**config.mk**
```make
export PLATFORM = sky130hd
export DESIGN_NAME = ets_phase_stepper
export DESIGN_NICKNAME = d
export VERILOG_FILES = /design/src/rtl/ets_phase_stepper.sv
export SDC_FILE = /design/constraint.sdc
export NUM_CORES = 1
export LEC_CHECK = 0
export ABC_CLOCK_PERIOD_IN_PS = 3650
export BUFFER_PORTS_ARGS = -buffer_cell sky130_fd_sc_hd__buf_2
export CAP_MARGIN = 20
export CORE_AREA = 5 5 85 87
export DETAILED_ROUTE_END_ITERATION = 8
export DIE_AREA = 0 0 90 92
export HOLD_SLACK_MARGIN = 0.1
export PLACE_DENSITY = 0.7
export RECOVER_POWER = 25
export SLEW_MARGIN = 20
export SYNTH_ARGS = -nofsm -noshare
export SYNTH_HDL_FRONTEND = slang
export SYNTH_SLANG_ARGS = --single-unit
export TNS_END_PERCENT = 50
```
**constraint.sdc**
```tcl
create_clock -name ref_clk -period 3.65 [get_ports ref_clk]
set_input_delay 0.5475 -clock ref_clk [delete_from_list [all_inputs] [get_ports ref_clk]]
set_output_delay 0.5475 -clock ref_clk [all_outputs]
set_load 0.05 [all_outputs]
```
**src/rtl/ets_phase_stepper.sv**
```systemverilog
// DCM_SP variable phase-shift sequencer: walks PSEN/PSINCDEC one step at a time toward a
// signed target (loaded or auto-swept), tracks acknowledged phase, flags lock loss and timeouts.
//
// state     | meaning
// WAIT_LOCK | DCM not locked; applied phase is 0
// IDLE      | locked, evaluating current_phase against target
// ISSUE     | ps_en pulse cycle, direction latched
// WAIT_DONE | step outstanding, timeout running
// FAULT     | ps_done never arrived; held until rst
module ets_phase_stepper #(
    parameter int PHASE_WIDTH  = 9,
    parameter int MAX_PHASE    = 255,
    parameter int SWEEP_STEP   = 1,
    parameter int DONE_TIMEOUT = 64
) (
    input  logic                          ref_clk,
    input  logic                          rst,
    input  logic                          dcm_locked,
    input  logic signed [PHASE_WIDTH-1:0] target_phase,
    input  logic                          target_valid,
    input  logic                          sweep_enable,
    input  logic                          ps_done,
    output logic                          ps_en,
    output logic                          ps_incdec,
    output logic signed [PHASE_WIDTH-1:0] current_phase,
    output logic                          busy,
    output logic                          at_target,
    output logic                          sweep_wrap,
    output logic                          fault
);
    localparam int TW = (DONE_TIMEOUT > 1) ? $clog2(DONE_TIMEOUT) : 1;
    localparam logic [TW-1:0]                 T_LOAD  = TW'(DONE_TIMEOUT - 1);
    localparam logic signed [PHASE_WIDTH-1:0] P_MAX   = PHASE_WIDTH'(MAX_PHASE);
    localparam logic signed [PHASE_WIDTH-1:0] P_MIN   = -P_MAX;
    localparam logic signed [PHASE_WIDTH-1:0] ONE     = PHASE_WIDTH'(1);
    localparam logic signed [PHASE_WIDTH:0]   P_MAX_X = (PHASE_WIDTH + 1)'(MAX_PHASE);
    localparam logic signed [PHASE_WIDTH:0]   STEP_X  = (PHASE_WIDTH + 1)'(SWEEP_STEP);

    typedef enum logic [2:0] {
        S_WAIT_LOCK,
        S_IDLE,
        S_ISSUE,
        S_WAIT_DONE,
        S_FAULT
    } state_t;

    state_t                        state, state_n;
    logic signed [PHASE_WIDTH-1:0] target, target_n, phase_n, load_val;
    logic signed [PHASE_WIDTH:0]   sweep_sum;
    logic [TW-1:0]                 tmr, tmr_n;
    logic                          incdec_n, wrap_n, matched, arrived;

    always_comb begin
        state_n  = state;
        target_n = target;
        phase_n  = current_phase;
        incdec_n = ps_incdec;
        wrap_n   = 1'b0;
        tmr_n    = tmr;
        matched  = (current_phase == target);
        // one extra bit so the sweep overflow past +MAX_PHASE is visible
        sweep_sum = {target[PHASE_WIDTH-1], target} + STEP_X;

        load_val = target_phase;
        if (target_phase > P_MAX) begin
            load_val = P_MAX;
        end else if (target_phase < P_MIN) begin
            load_val = P_MIN;
        end

        case (state)
            S_WAIT_LOCK: begin
                if (dcm_locked) state_n = S_IDLE;
            end
            S_IDLE: begin
                if (!dcm_locked) begin
                    state_n = S_WAIT_LOCK;
                    phase_n = '0;
                end else if (!matched) begin
                    state_n  = S_ISSUE;
                    incdec_n = (target > current_phase);
                    tmr_n    = T_LOAD;
                end
            end
            S_ISSUE: begin
                tmr_n = tmr - TW'(1);
                if (!dcm_locked) begin
                    state_n = S_WAIT_LOCK;
                    phase_n = '0;
                end else begin
                    state_n = S_WAIT_DONE;
                end
            end
            S_WAIT_DONE: begin
                if (!dcm_locked) begin
                    state_n = S_WAIT_LOCK;
                    phase_n = '0;
                end else if (ps_done) begin
                    state_n = S_IDLE;
                    phase_n = ps_incdec ? current_phase + ONE : current_phase - ONE;
                end else if (tmr == '0) begin
                    state_n = S_FAULT;
                end else begin
                    tmr_n = tmr - TW'(1);
                end
            end
            S_FAULT: begin
                state_n = S_FAULT;
            end
            default: begin
                state_n = S_WAIT_LOCK;
            end
        endcase

        // an explicit load outranks the sweep advance and suppresses its wrap pulse
        if (state != S_FAULT && target_valid) begin
            target_n = load_val;
        end else if (state == S_IDLE && dcm_locked && matched && sweep_enable) begin
            if (sweep_sum > P_MAX_X) begin
                target_n = P_MIN;
                wrap_n   = 1'b1;
            end else begin
                target_n = sweep_sum[PHASE_WIDTH-1:0];
            end
        end

        arrived = (state_n == S_IDLE) && (phase_n == target_n);
    end

    always_ff @(posedge ref_clk) begin
        if (rst) begin
            state         <= S_WAIT_LOCK;
            target        <= '0;
            current_phase <= '0;
            tmr           <= '0;
            ps_en         <= 1'b0;
            ps_incdec     <= 1'b0;
            busy          <= 1'b1;
            at_target     <= 1'b0;
            sweep_wrap    <= 1'b0;
            fault         <= 1'b0;
        end else begin
            state         <= state_n;
            target        <= target_n;
            current_phase <= phase_n;
            tmr           <= tmr_n;
            ps_en         <= (state_n == S_ISSUE);
            ps_incdec     <= incdec_n;
            busy          <= !arrived;
            at_target     <= arrived;
            sweep_wrap    <= wrap_n;
            fault         <= (state_n == S_FAULT);
        end
    end
endmodule
```
# --- Word-level counts from Yosys, hierarchy flattened ---
# Index checks and enable logic that the tools add are counted.
classes:
  n_lt_le_gt_ge: 4
  addsub: 4
  n_bitwise: 2
  n_reduce_logical: 13
  muxes: 25
  eq_ne: 15
ops:
  columns: ["cell", "count"]
  rows:
  - ["two-way mux 9 bit", 9]
  - ["two-way mux 6 bit", 5]
  - ["== test 9 bit", 2]
  - ["two-way mux 3 bit", 6]
  - ["one-hot mux 6 bit (3 select lines)", 1]
  - ["one-hot mux 9 bit (2 select lines)", 1]
  - ["one-hot mux 3 bit (5 select lines)", 1]
  - ["adder 9 x 2 -> 10 bit (second input constant)", 1]
  - ["greater-than comparator 10 x 9 -> 1 bit (second input constant)", 1]
  - ["!= test 2 bit (second input constant)", 5]
  - ["adder 9 x 2 -> 9 bit (second input constant)", 1]
  - ["== test 3 x 2 -> 1 bit (second input constant)", 3]
  - ["greater-than comparator 9 bit", 1]
  - ["greater-than comparator 9 bit (second input constant)", 1]
  - ["less-than comparator 9 bit (second input constant)", 1]
  - ["subtractor 9 x 2 -> 9 bit (second input constant)", 1]
  - ["== test 3 x 1 -> 1 bit (second input constant)", 2]
  - ["== test 3 bit (second input constant)", 2]
  - ["logical NOT 6 bit", 1]
  - ["AND reduction 6 bit", 1]
  - ["subtractor 6 x 1 -> 6 bit (second input constant)", 1]
  - ["logical AND 1 bit", 5]
  - ["logical NOT 3 bit", 1]
  - ["!= test 3 bit (second input constant)", 1]
  - ["8 further kinds", 9]
word_totals:
  ff_bits: 33
  inputBits: 15
  elab_cells: 73

# --- Logic depth before layout (Yosys ltp) ---
logic_depth:
  word_depth: 9
  depth_mapped: 11
  mapped_depth_nobuf: 11

# --- Least setup slack after synthesis ---
# OpenSTA, ideal clock, no wires.
synth_timing:
  kind: "register -> register"
  start: "register current_phase[8]"
  end: "register at_target"
  required_time_ps: 3590
  stages_incl_launch_ff: 12
  synth_period_minus_slack_ps: 3130
  arrival_ps: 3070
  slack_ps: 520
  path_cell_list: "dfxtp_1 > inv_1 > ha_1 > nand2_1 > or3_1 > buf_2 > o41a_1 > a211oi_2 > or2_1 > o2111ai_1 > nor4_2 > and3_1"
synth_between:
  elab_chain_len: 7
synth_rtl:
  columns: ["item", "line", "source"]
  rows:
  - ["start: declaration", "25", "output logic signed [PHASE_WIDTH-1:0] current_phase,"]
  - ["start signal: assignment", "145", "current_phase <= phase_n;"]
  - ["subtractor 9 x 2 -> 9 bit (tied with other cells)", "100", "phase_n = ps_incdec ? current_phase + ONE : current_phase - ONE;"]
  - ["two-way mux 9 bit / logical AND 1 bit (equally long branches)", "100, 118", null]
  - ["two-way mux 9 bit / logical AND 1 bit (equally long branches)", "98, 118", null]
  - ["two-way mux 9 bit, on equally long branches", "95, 118", null]
  - ["one-hot mux 9 bit (2 select lines) / two-way mux 9 bit (equally long branches)", "71, 116", null]
  - ["== test 9 bit", "127", "arrived = (state_n == S_IDLE) && (phase_n == target_n);"]
  - ["logical AND 1 bit *", "127", null]
  - ["end signal: assignment", "150", "at_target <= arrived;"]
  - ["end: declaration", "27", "output logic at_target,"]
# Every way passes the cells marked *; elsewhere a longest branch is shown, timed or not.
# A chain may end at the register's enable or synchronous reset.

# --- Final worst setup path ---
# Ends and elaborated chain as after synthesis.

==> results.cfg <==
[status]
status = finished, final reports clean

[synth]
syn_area_per_cell_um2 = 7.90
syn_area_um2 = 2480
yosysTopAreaCellShare = 0.266
synth_area_leaders = dfxtp_1 27%, ha_1 10%, xnor2_1 4.6%
ys_warn_count = 0
ys_types = 53
synth-seq-cells = 33
synth-edff-count = 0
yosysMostFrequentCell = dfxtp_1
yosys.area.top_type = dfxtp_1
yosys-top-cells-count = 33 x dfxtp_1, 24 x nor2_1, 21 x inv_1
yosysSeqAreaShare = 0.266
async_reset_ff_frac = 0
synth.net_count = 350
syn_inst = 314
synth_top_flop_cell = dfxtp_1

[pwr]
cellPowerDensity_nw_per_um2 = 312
p_leak_nw = 1.04
ir_drop_mv = 0.165

[clocking]
insertion_delay_ns = 0.29
clockRootBuffer = clkbuf_8
cts_buffers = 5
ctsResizeCount = 0
cts_tree = done
post_cts_buffers = 0
path_clk_slew_ns = 0.07
clock-sinks = 33
clockBufferDepth = 2
cts_hold_buffers = 0
htreeDepth = 2

[finish]
multiInputGateArea_um2 = 1700
instances_no_fill = 420
nFillCells = 632
drive_gt1_frac = 0.105
nNetsFinal = 378
area_delta_synth_final_pct = 11.7
regArea_um2 = 661
insertedDiodeCount = 0

[floorplanning]
fp.dieH_um = 92
initial_core_util = 0.395
rows = 29
dieArea_um2 = 8280
dieWidth_um = 90
core_area_um2 = 6280
io_pins = 30

[hold_path]
hold_start = tmr[5]$_SDFFE_PP0P_
hold_path_class = reg -> reg

[run]
cap_violations = 0

[route]
via_count = 2410
via_per_inst = 5.74
wl_per_cell_um = 15.6
drt_first_pass_iters = 4
drt-total-wl_um = 6530
drtIter0Drc = 164
ant_nets = 0
drcViolationCount = 0

[timing]
setup_viol = 0
finalSetupTns_ns = 0
hold_viol = 0
rsz0062_at_grt = no
clock.fmax_mhz = 325
slew-limit-headroom = 0.594
slew_violations = 0
fin_skew_ns = 0.00645
period_needed_ns = 3.08
tightest_slew_ns = 0.612
post-route-period-util = 0.844

[critical_path]
startpoint = current_phase[8]$_SDFF_PP0_
startpoint_type = register
arrival_ns = 3.31
reg2reg_from = current_phase[8]$_SDFF_PP0_
worstSetupEndpointType = register
crit_required_ns = 3.88
worst-setup-path-type = reg -> reg
cp_max_fo = 7

[placement]
placed_cells = 412
hpwl_um = 5160
io_buffer_count = 29
gp_congestion = 0.901

[global_route]
grt_util_all_layers = 0.158
overflow = 0
grt_max_degree = 32
grt_pass1_wl_um = 10900
antenna_found_initial = 0
grt_pass1_vias = 2224
## routing by layer
layer  GRT usage  up-vias  wire length (um)
met4      0.0571        0               123
met2       0.243       65              2950
met3      0.0278       11               261
met5           0        -                 0
met1       0.223     1113              3190
li1            -     1221                 -
## registers in the layout, summed over array words and instances (netlist names), 3 cells and up
signal,count
current_phase,9
tmr,6
target,9
state,3
## metrics by stage
stage	setup slack, ns	hold slack (ns)	total power [mW]	utilization	area [um^2]
after CTS	0.616	0.534	0.873	0.443	2780
after detailed placement	0.434	0.523	0.601	0.430	2700
final	0.571	0.534	0.866	0.441	2770
after global placement	0.491	0.507	0.596	0.430	2700
after floorplan	0.520	0.474	0.548	-	2480
after global routing	0.384	0.571	0.914	0.441	2770
## final cells by class
type,count,area share
multi-input cells,250,0.614
flip-flops and latches,33,0.238
repair buffers,31,0.0533
well taps,77,0.0348
inverters,21,0.0284
clock buffers,5,0.0248
clock inverters,3,0.00632
## path summary, 6_finish.rpt
| path | endpoint | slack [ns] | cells past startpoint |
|---|---|---|---|
| max | at_target$_SDFF_PP0_ | 0.57 | 10 |
| min | tmr[5]$_SDFFE_PP0P_ | 0.53 | 1 |
| max reg2reg | at_target$_SDFF_PP0_ | 0.57 | 10 |
| min reg2reg | tmr[5]$_SDFFE_PP0P_ | 0.53 | 1 |
## placed cells by master, fill, tap and decap left out, types with 5 or more instances in the layout
cell | Yosys | final
clkbuf_8 | 0 | 5
clkbuf_1 | 8 | 10
xnor2_1 | 13 | 13
a311oi_1 | 5 | 5
a21oi_1 | 18 | 18
a22oi_1 | 5 | 5
inv_1 | 21 | 21
nor2b_1 | 9 | 9
dfxtp_1 | 33 | 33
nand3_1 | 13 | 13
buf_2 | 2 | 19
a211oi_1 | 6 | 6
o21ai_0 | 17 | 17
nor2_1 | 24 | 24
nand2_1 | 20 | 20
nand2b_1 | 10 | 10
nor3_1 | 14 | 14
ha_1 | 20 | 20
## cell families (layout without fill, tap and decap cells)
group	count (synthesis)	count (layout)	share of synthesized area
AOI/OAI and AO/OA	89	89	0.248
xor gates and xnor gates	16	16	0.0565
adders and majority gates	21	21	0.109
buffers and inverters	31	60	0.0479
DFF	33	33	0.266
muxes	1	1	0.00454
and+or+nand+nor	123	123	0.268
## where the power goes
part | switching, mW | total (mW) | internal, mW
logic | 0.119 | 0.198 | 0.0791
clock network | 0.140 | 0.271 | 0.131
registers | 0.0217 | 0.397 | 0.375
total | 0.280 | 0.866 | 0.586
## worst max-delay path, cell delays in order, from the launching register on
cell       delay, ns
dfxtp_1         0.41
inv_1           0.08
ha_1            0.36
nand2_1         0.11
or3_1           0.48
o41a_1          0.45
a211oi_2        0.34
or2_1           0.17
o2111ai_1       0.14
nor4_2          0.30
and3_1          0.19
Note: power is estimated with default switching activity, not from simulation.
